## src/rtl/ws2812_serializer.sv

```systemverilog
// WS2812 frame serializer: on each frame_start rising edge, fetches NUM_LEDS GRB words
// from a one-cycle-latency read port and shifts them out gaplessly, followed by a latch period.
module ws2812_serializer #(
    parameter int NUM_LEDS       = 60,
    parameter int SEGMENT_CYCLES = 4,
    parameter int RESET_CYCLES   = 3600
) (
    input  logic        clock_12mhz,
    input  logic        reset_n,
    input  logic        frame_start,
    output logic        pixel_read,
    output logic [9:0]  pixel_address,
    input  logic [23:0] pixel_data,
    output logic        data_out,
    output logic        busy,
    output logic        frame_done,
    output logic        frame_overrun
);

    localparam int BIT_CYCLES = 4 * SEGMENT_CYCLES;
    localparam int CW = (BIT_CYCLES > 2) ? $clog2(BIT_CYCLES) : 1;
    localparam int LW = (RESET_CYCLES > 1) ? $clog2(RESET_CYCLES + 1) : 1;

    localparam logic [CW-1:0] CYC_LAST = CW'(BIT_CYCLES - 1);
    localparam logic [CW-1:0] SEG_ONE  = CW'(SEGMENT_CYCLES);
    localparam logic [CW-1:0] SEG_TWO  = CW'(2 * SEGMENT_CYCLES);
    localparam logic [9:0]    LAST_PIX = 10'(NUM_LEDS - 1);
    localparam logic [LW-1:0] LAT_LAST = LW'(RESET_CYCLES - 1);

    typedef enum logic [1:0] {IDLE, LOAD, SHIFT, LATCH} state_t;

    state_t        state_q, state_d;
    logic          fs_q, fs_d;
    logic [CW-1:0] cyc_q, cyc_d;
    logic [4:0]    bit_q, bit_d;
    logic [9:0]    pix_q, pix_d;
    logic [23:0]   shift_q, shift_d;
    logic [23:0]   pf_q, pf_d;
    logic          pf_pend_q, pf_pend_d;
    logic [LW-1:0] lat_q, lat_d;
    logic          data_out_q, data_out_d;
    logic          frame_done_q, frame_done_d;
    logic          overrun_q, overrun_d;

    logic edge_det;
    logic start;
    logic prefetch;

    always_comb begin
        edge_det = frame_start & ~fs_q;
        // The read for pixel 0 is issued in the edge cycle itself, so gate it while in reset.
        start    = reset_n & edge_det & (state_q == IDLE);
        prefetch = (state_q == SHIFT) && (bit_q == 5'd23) && (cyc_q == '0) && (pix_q != LAST_PIX);

        state_d      = state_q;
        fs_d         = frame_start;
        cyc_d        = cyc_q;
        bit_d        = bit_q;
        pix_d        = pix_q;
        shift_d      = shift_q;
        pf_pend_d    = prefetch;
        pf_d         = pf_pend_q ? pixel_data : pf_q;
        lat_d        = lat_q;
        frame_done_d = 1'b0;
        overrun_d    = edge_det && (state_q != IDLE);

        case (state_q)
            IDLE: begin
                if (start) state_d = LOAD;
            end
            LOAD: begin
                shift_d = pixel_data;
                bit_d   = 5'd0;
                cyc_d   = '0;
                pix_d   = 10'd0;
                state_d = SHIFT;
            end
            SHIFT: begin
                if (cyc_q == CYC_LAST) begin
                    cyc_d = '0;
                    if (bit_q == 5'd23) begin
                        if (pix_q == LAST_PIX) begin
                            state_d = LATCH;
                            lat_d   = '0;
                        end else begin
                            pix_d   = pix_q + 10'd1;
                            bit_d   = 5'd0;
                            shift_d = pf_q;
                        end
                    end else begin
                        bit_d   = bit_q + 5'd1;
                        shift_d = {shift_q[22:0], 1'b0};
                    end
                end else begin
                    cyc_d = cyc_q + 1'b1;
                end
            end
            LATCH: begin
                if (lat_q == LAT_LAST) begin
                    frame_done_d = 1'b1;
                    state_d      = IDLE;
                end else begin
                    lat_d = lat_q + 1'b1;
                end
            end
            default: state_d = IDLE;
        endcase

        // Counters hold the position of the bit cell being driven, so the line level is
        // derived from the next position to keep data_out registered with no extra lag.
        data_out_d = (state_d == SHIFT) &&
                     ((cyc_d < SEG_ONE) || (shift_d[23] && (cyc_d < SEG_TWO)));
    end

    always_ff @(posedge clock_12mhz or negedge reset_n) begin
        if (!reset_n) begin
            state_q      <= IDLE;
            fs_q         <= 1'b0;
            cyc_q        <= '0;
            bit_q        <= 5'd0;
            pix_q        <= 10'd0;
            shift_q      <= 24'd0;
            pf_q         <= 24'd0;
            pf_pend_q    <= 1'b0;
            lat_q        <= '0;
            data_out_q   <= 1'b0;
            frame_done_q <= 1'b0;
            overrun_q    <= 1'b0;
        end else begin
            state_q      <= state_d;
            fs_q         <= fs_d;
            cyc_q        <= cyc_d;
            bit_q        <= bit_d;
            pix_q        <= pix_d;
            shift_q      <= shift_d;
            pf_q         <= pf_d;
            pf_pend_q    <= pf_pend_d;
            lat_q        <= lat_d;
            data_out_q   <= data_out_d;
            frame_done_q <= frame_done_d;
            overrun_q    <= overrun_d;
        end
    end

    assign pixel_read    = start | prefetch;
    assign pixel_address = prefetch ? (pix_q + 10'd1) : 10'd0;
    assign data_out      = data_out_q;
    // Busy stays up through the frame_done cycle even though the FSM is already idle.
    assign busy          = start | (state_q != IDLE) | frame_done_q;
    assign frame_done    = frame_done_q;
    assign frame_overrun = overrun_q;

endmodule

```

## config.mk

```make
export PLATFORM = sky130hd
export DESIGN_NAME = ws2812_serializer
export DESIGN_NICKNAME = d
export VERILOG_FILES = /design/src/rtl/ws2812_serializer.sv
export SDC_FILE = /design/constraint.sdc
export NUM_CORES = 1
export LEC_CHECK = 0
export BUFFER_PORTS_ARGS = -buffer_cell sky130_fd_sc_hd__buf_2
export CAP_MARGIN = 20
export CORE_MARGIN = 5
export CORE_UTILIZATION = 59
export DETAILED_ROUTE_END_ITERATION = 8
export PLACE_DENSITY = 0.83
export SLEW_MARGIN = 20
export SYNTH_ARGS = -nofsm -noshare
export SYNTH_HDL_FRONTEND = slang
export SYNTH_SLANG_ARGS = --single-unit
export TNS_END_PERCENT = 30
```

## constraint.sdc

```tcl
create_clock -name clock_12mhz -period 2.4 [get_ports clock_12mhz]
set_input_delay 0.24 -clock clock_12mhz [delete_from_list [all_inputs] [get_ports clock_12mhz]]
set_output_delay 0.24 -clock clock_12mhz [all_outputs]
set_load 0.05 [all_outputs]
```

==> results of run 1 <==
==> metal layers <==
layer / part of all wire / global-route usage / vias up
li1: - / - / 1704
met5: 0 / 0 / -
met3: 0.062 / 0.04222 / 20
met2: 0.50 / 0.3746 / 156
met1: 0.42 / 0.3189 / 1814
met4: 0.018 / 0.06991 / 0
==> placed cells by master, fill, tap and decap left out, types with 3 or more instances in the layout <==
master and n:
nand2_1 28, nor3b_1 3, o31ai_1 9, nand3_1 18
o21ai_1 3, nor3_1 8, xor2_1 3, buf_4 33
buf_2 30, dfrtp_1 86, and3_1 9, or3_1 4
inv_1 6, nand3b_1 3, a21o_1 4, a21oi_1 13
ha_1 7, a222oi_1 22, buf_6 3, nand4_1 3
a22o_1 7, xnor2_1 5, or4_1 7, nor2_1 17
mux2_2 26, o21ai_0 64, clkbuf_8 9
==> area by class of cell <==
| cell class | count | area, µm² | area share |
|---|---|---|---|
| flip-flops and latches | 86 | 2152 | 0.4239 |
| clock buffers | 9 | 123.9 | 0.02440 |
| inverters | 8 | 30.03 | 0.005914 |
| multi-input cells | 300 | 2101 | 0.4137 |
| well taps | 99 | 123.9 | 0.02440 |
| repair buffers | 67 | 451.7 | 0.08896 |
| clock inverters | 6 | 95.09 | 0.01873 |
==> state kept, by name, summed over array words and instances (netlist names) <==
| name | cells |
|---|---|
| lat_q | 12 |
| fs_q | 1 |
| cyc_q | 4 |
| state_q | 2 |
| pix_q | 10 |
| pf_q | 24 |
| shift_q | 24 |
| data_out | 1 |
| frame_overrun | 1 |
| bit_q | 5 |
| frame_done | 1 |
| pf_pend_q | 1 |
==> worst max-delay path, cell delays in order, from the launching register on <==
cell      delay [ps]
dfrtp_1          450
ha_4             190
nand4b_1         150
nor4b_2          250
nand2_1          150
buf_4            180
nor2_1           110
buf_4            210
==> repair_timing <==
action,4_1_cts,5_1_grt
hold buffers,0,0
endpoints found under the setup margin,11,16
pin swaps,1,1
setup buffers,1,4
resized for setup,15,7
==> how the worst max path moves through the flow <==
stage          startpoint          endpoint  slack, ps  cells past startpoint
2_1_floorplan  state_q[0]  pixel_address[2]         30                      8
3_3_place_gp   state_q[0]         lat_q[11]        200                      7
3_5_place_dp   state_q[0]         lat_q[11]         80                      7
4_1_cts          bit_q[0]  pixel_address[5]          2                      7
5_1_grt          bit_q[0]  pixel_address[4]        -10                      7
6_report         bit_q[0]  pixel_address[3]        100                      7
==> power groups by stage <==
stage | registers [mW] | clock network (mW) | logic (mW)
final | 1.45 | 1.14 | 0.0621
after global routing | 1.45 | 1.20 | 0.0709
after CTS | 1.45 | 1.15 | 0.0636
after detailed placement | 1.48 | 0 | 0.0632
after global placement | 1.48 | 0 | 0.0624
after floorplan | 1.48 | 0 | 0.00203
==> cell families after synthesis <==
group	count (synthesis)
mux	26
xor+xnor	8
compound gates	140
buf+inv	34
fa+ha+maj	9
flops	86
simple gates	117
==> metrics by stage <==
| step | hold slack [ps] | worst slack [ps] | instance area, µm² | TNS [ps] |
|---|---|---|---|---|
| floorplan | -55.59 | 26.91 | 4340 | 0 |
| global placement | 385.2 | 202.0 | 4730 | 0 |
| detailed placement | 402.8 | 83.75 | 4730 | 0 |
| CTS | 26.76 | 1.621 | 5000 | 0 |
| global route | 30.24 | -11.23 | 5077 | -34.66 |
| finish | 28.54 | 99.72 | 5077 | 0 |
==> flow_metrics.tcl, run 1 <==
set metrics [dict create \
    synth_seq_cells 86 \
    p_int_mw 2.060 \
    p_per_area_mw_per_mm2 521.8 \
    grt-ovfl-total 0 \
    synth_ff_type "dfrtp_1" \
    dp.cells 555 \
    final_core_util 0.7038 \
    hp-class "in -> reg" \
    ys_top_cells_by_count "86 x dfrtp_1, 64 x o21ai_0, 28 x nand2_1" \
    route.detailed.wl_per_inst_um 17.80 \
    synth_xor_area_frac 0.01614 \
    drv_cap 0 \
    synth-compound-area-share 0.2162 \
    worstPathArrival_ps 2060 \
    comb_power_share 0.023 \
    core_region_area_mm2 0.007214 \
    routed_wirelength_um 10240 \
    clock_skew_ps 13.43 \
    critPathMaxFanout 6 \
    route.detailed.drc 0 \
    pwr-share-seq 0.547 \
    p_sw_mw 0.5898 \
    tritoncts "done" \
    netlist_area_mm2 0.004340 \
    synth.most_common_cell "dfrtp_1" \
    synth_edf_count 0 \
    start_util 0.6016 \
    worstReg2RegEnd "shift_q[7]" \
    yosysTopAreaCellShare 0.4958 \
    yosys.area_share.adder 0.02594 \
    antenna_found_initial 0 \
    status "completed" \
    diodes 0 \
    synth_mux_area_frac 0.06745 \
    detailed_place_hpwl_um 6512 \
    clockBufferDepth 2 \
    clkPwrFrac 0.429 \
    setup_viol 0 \
    synth_cell_types 55 \
    n_fill_cell 551 \
    crit_required_ps 2160 \
    p_total_mw 2.649 \
    antenna_violating_nets_post_route 0 \
    nets 508 \
    die_w_um 95.77 \
    timing.critical_path.to_type "primary output" \
    hold_viol_final 0 \
    synth_top_family_by_area "compound AO/OA/AOI/OAI gates" \
    drive_above_1_share 0.2521 \
    dieArea_mm2 0.009172 \
    fin_crit_ps 2300 \
    yosysWarningCount 0 \
    p_leak_nw 2.170 \
    syn_inst 420 \
    drt_iter0_markers 352 \
    ff2ff_path_depth 7 \
    num_rows 31 \
    min_to "fs_q" \
    num_io_pins 42 \
    cts.clk_slew.worst_paths_ps 90 \
    place_congestion 0.8657 \
    grt_pass1_wl_um 16840 \
    grt_max_degree 87 \
    syn_nets 456 \
    dr.pass1.iters 7 \
    switching_share 0.2226 \
    holdPathStages 1 \
    worst_pin_slew_ps 757.5 \
    irDropWorstVdd_mv 0.3955 \
    ys_async_sr_fraction 1.000 \
    grt_pass1_vias 3520 \
    stdcell_count 575 \
    die_h_um 95.77 \
    vias_per_cell 6.424 \
    vias 3694 \
    synthTopCellsByArea "dfrtp_1 50%, o21ai_0 7.4%, mux2_2 6.7%" \
    clock_sinks 86 \
    synth_top_area_cell "dfrtp_1" \
    fmax_ghz 0.4347 \
    io_buffer_count 41 \
    cts-root-buf "clkbuf_8" \
    worstHoldStart "frame_start" \
    critPathLaunchType "register" \
    area_growth_syn_to_layout_pct 16.98 \
    htreeDepth 3 \
    numCtsBuffers 9 \
    maxSlewHeadroom 0.4950 \
    avgSynthCellArea_um2 10.33 \
    crit_type "reg -> out" \
    drv_slew 0 \
    grt.total_usage 0.2313 \
    yosysSeqAreaShare 0.4958 \
    rr_startpoint "bit_q[0]" \
    synth-simple-area-share 0.1450 \
    period_share 0.9584 \
    insertion_delay_ps 360 \
    rrSetupSlack_ps 140 \
]
Note: power is estimated with default switching activity, not from simulation.
==> run 2, diff against run 1 <==
--- a/config.mk
+++ b/config.mk
@@ -6,6 +6,6 @@
 export NUM_CORES = 1
 export LEC_CHECK = 0
+export ABC_CLOCK_PERIOD_IN_PS = 2400
 export BUFFER_PORTS_ARGS = -buffer_cell sky130_fd_sc_hd__buf_2
-export CAP_MARGIN = 20
 export CORE_MARGIN = 5
 export CORE_UTILIZATION = 59
==> constraint.sdc (replaced) <==
create_clock -name clock_12mhz -period 2.4 [get_ports clock_12mhz]
set_input_delay 0.24 -clock clock_12mhz [delete_from_list [all_inputs] [get_ports clock_12mhz]]
set_output_delay 0.24 -clock clock_12mhz [all_outputs]
set_load 0.1 [all_outputs]
==> run 2 against run 1 <==
Effect of this change:
- setup slack lost 82 ps
- power down 5.8%
- maximum frequency down 3.4%
- flip-flop and latch count stayed put
- clock power shrank 14%
- clock skew is 0.98 ps higher
- final cell count increased by 0.52%
- utilization is 2.7 points higher
- wire length up 3.5%
- highest routed layer unchanged
==> flow_metrics.tcl, run 2 (same netlist as run 1, synthesis figures left out) <==
set metrics [dict create \
    final_common_cell "dfrtp_1" \
    setup_viol 0 \
    core_region_area_mm2 0.007214 \
    drv_cap 0 \
    wl_met1_um 4356 \
    path_cells "ha_4, nand4b_1, nor4b_4, nand2_2, buf_4, nor2_2, buf_12" \
    hp-class "in -> reg" \
    routed_wirelength_um 10600 \
    p_int_mw 1.890 \
    grt_max_degree 78 \
    met2_length_um 5365 \
    crit_required_ps 2160 \
    num_io_pins 42 \
    ff2ff_path_depth 7 \
    stdcell_count 578 \
    cts-root-buf "clkbuf_8" \
    area_growth_syn_to_layout_pct 21.50 \
    detailed_place_hpwl_um 6762 \
    htreeDepth 3 \
    worst_pin_slew_ps 948.0 \
    drt_iter0_markers 355 \
    die_w_um 95.77 \
    layout_common_cells "84 x dfrtp_1, 64 x o21ai_0, 29 x buf_2, 27 x nand2_1, 27 x buf_4" \
    tritoncts "done" \
    rsz0062_at_grt "true" \
    critPathLaunchType "register" \
    grt_pass1_vias 3555 \
    start_util 0.6016 \
    dr.pass1.iters 8 \
    clock_sinks 86 \
    critPathTopFamily "simple AND/OR/NAND/NOR gates" \
    critPathMaxFanout 6 \
    clock_skew_ps 14.40 \
    diodes 0 \
    antenna_violating_nets_post_route 0 \
    worstPathArrival_ps 2140 \
    p_total_mw 2.495 \
    vias_per_cell 6.554 \
    place_congestion 0.9263 \
    timing.critical_path.to_type "primary output" \
    maxSlewHeadroom 0.3680 \
    nets 510 \
    fin_crit_ps 2382 \
    route.detailed.drc 0 \
    n_fill_cell 493 \
    clkPwrFrac 0.392 \
    p_sw_mw 0.6057 \
    p_leak_nw 2.193 \
    path_depth 7 \
    die_h_um 95.77 \
    worst_path_max_delay_cell "dfrtp_1" \
    dp.cells 555 \
    antenna_found_initial 0 \
    grt.total_usage 0.2281 \
    largestRegisters "pf_q x24, shift_q x24, lat_q x12" \
    pwr-share-seq 0.581 \
    irDropWorstVdd_mv 0.2942 \
    crit_type "reg -> out" \
    cts.clk_slew.worst_paths_ps 100 \
    routed.top_layer "met4" \
    wl_met3_um 644 \
    clockBufferDepth 2 \
    vias 3788 \
    fin_hold_ws_ps 29.25 \
    fmax_ghz 0.4198 \
    switching_share 0.2427 \
    comb_power_share 0.027 \
    grt-ovfl-total 0 \
    numCtsBuffers 9 \
    cp_slowest_stage_delay_ps 430 \
    grt_pass1_wl_um 16480 \
    dieArea_mm2 0.009172 \
    p_per_area_mw_per_mm2 473.2 \
    hold_viol_final 0 \
    worst-path-buf-inv 2 \
    drive_above_1_share 0.2902 \
    drv_slew 0 \
    io_buffer_count 41 \
    route.detailed.wl_per_inst_um 18.33 \
    holdPathStages 1 \
    status "completed" \
    insertion_delay_ps 360 \
    final_core_util 0.7310 \
    finalSetupTns_ps 0 \
    num_rows 31 \
    period_share 0.9926 \
]
## run 2: power by group through the flow
stage / clock, mW / sequential, mW / combinational [mW]
floorplan: 0 / 1.49 / 0.00203
global placement: 0 / 1.48 / 0.0662
CTS: 0.993 / 1.45 / 0.0687
global route: 1.05 / 1.45 / 0.0749
detailed placement: 0 / 1.48 / 0.0672
finish: 0.979 / 1.45 / 0.0667
## run 2: final cells by class
cell class / count / area, µm² / share of cell area
Sequential cell: 86 / 2155 / 0.4085
Inverter: 8 / 30.03 / 0.005694
Timing Repair Buffer: 69 / 598.1 / 0.1134
Clock buffer: 10 / 137.6 / 0.02610
Multi-Input combinational cell: 300 / 2177 / 0.4128
Tap cell: 99 / 123.9 / 0.02349
Clock inverter: 6 / 52.55 / 0.009964
## run 2: worst register-to-register path: cells and delay by family (launching register included)
family                   cells  cell delay, ps
buffers and inverters        1             210
flip-flops                   1             430
AND/OR/NAND/NOR              3             970
AO/OA/AOI/OAI                2             390
adder cells (fa/ha/maj)      1             190
## run 2: repair_timing
| action | CTS | global route |
|---|---|---|
| pin swaps | 2 | 2 |
| gates resized for setup | 6 | 18 |
| setup endpoints to repair | 11 | 20 |
| buffers inserted | 2 | 4 |
| gates cloned | 0 | 0 |
| endpoints found under the hold margin | 9 | 0 |
| hold buffers | 1 | 0 |
## run 2: stage by stage
step                setup WS (ps)  area (µm²)
detailed placement          117.5        4917
global route               -50.47        5274
floorplan                  -222.3        4363
CTS                        -21.92        5156
finish                      17.86        5274
global placement            237.3        4917
## run 2: per-layer routing
layer / up-vias / global-route usage
met4: 0 / 0.09716
met1: 1874 / 0.3063
met2: 166 / 0.3625
met3: 26 / 0.04457
li1: 1722 / -
met5: - / 0
## run 2: final timing paths
path / startpoint / end / slack, ps
worst min register to register: fs_q / frame_overrun / 450
worst min-delay path: frame_start / fs_q / 30
worst max register to register: bit_q[0] / lat_q[3] / 140
worst max-delay path: bit_q[0] / pixel_address[5] / 20
min in group asynchronous: reset_n / frame_done / 250
max in group asynchronous: reset_n / pix_q[2] / 960
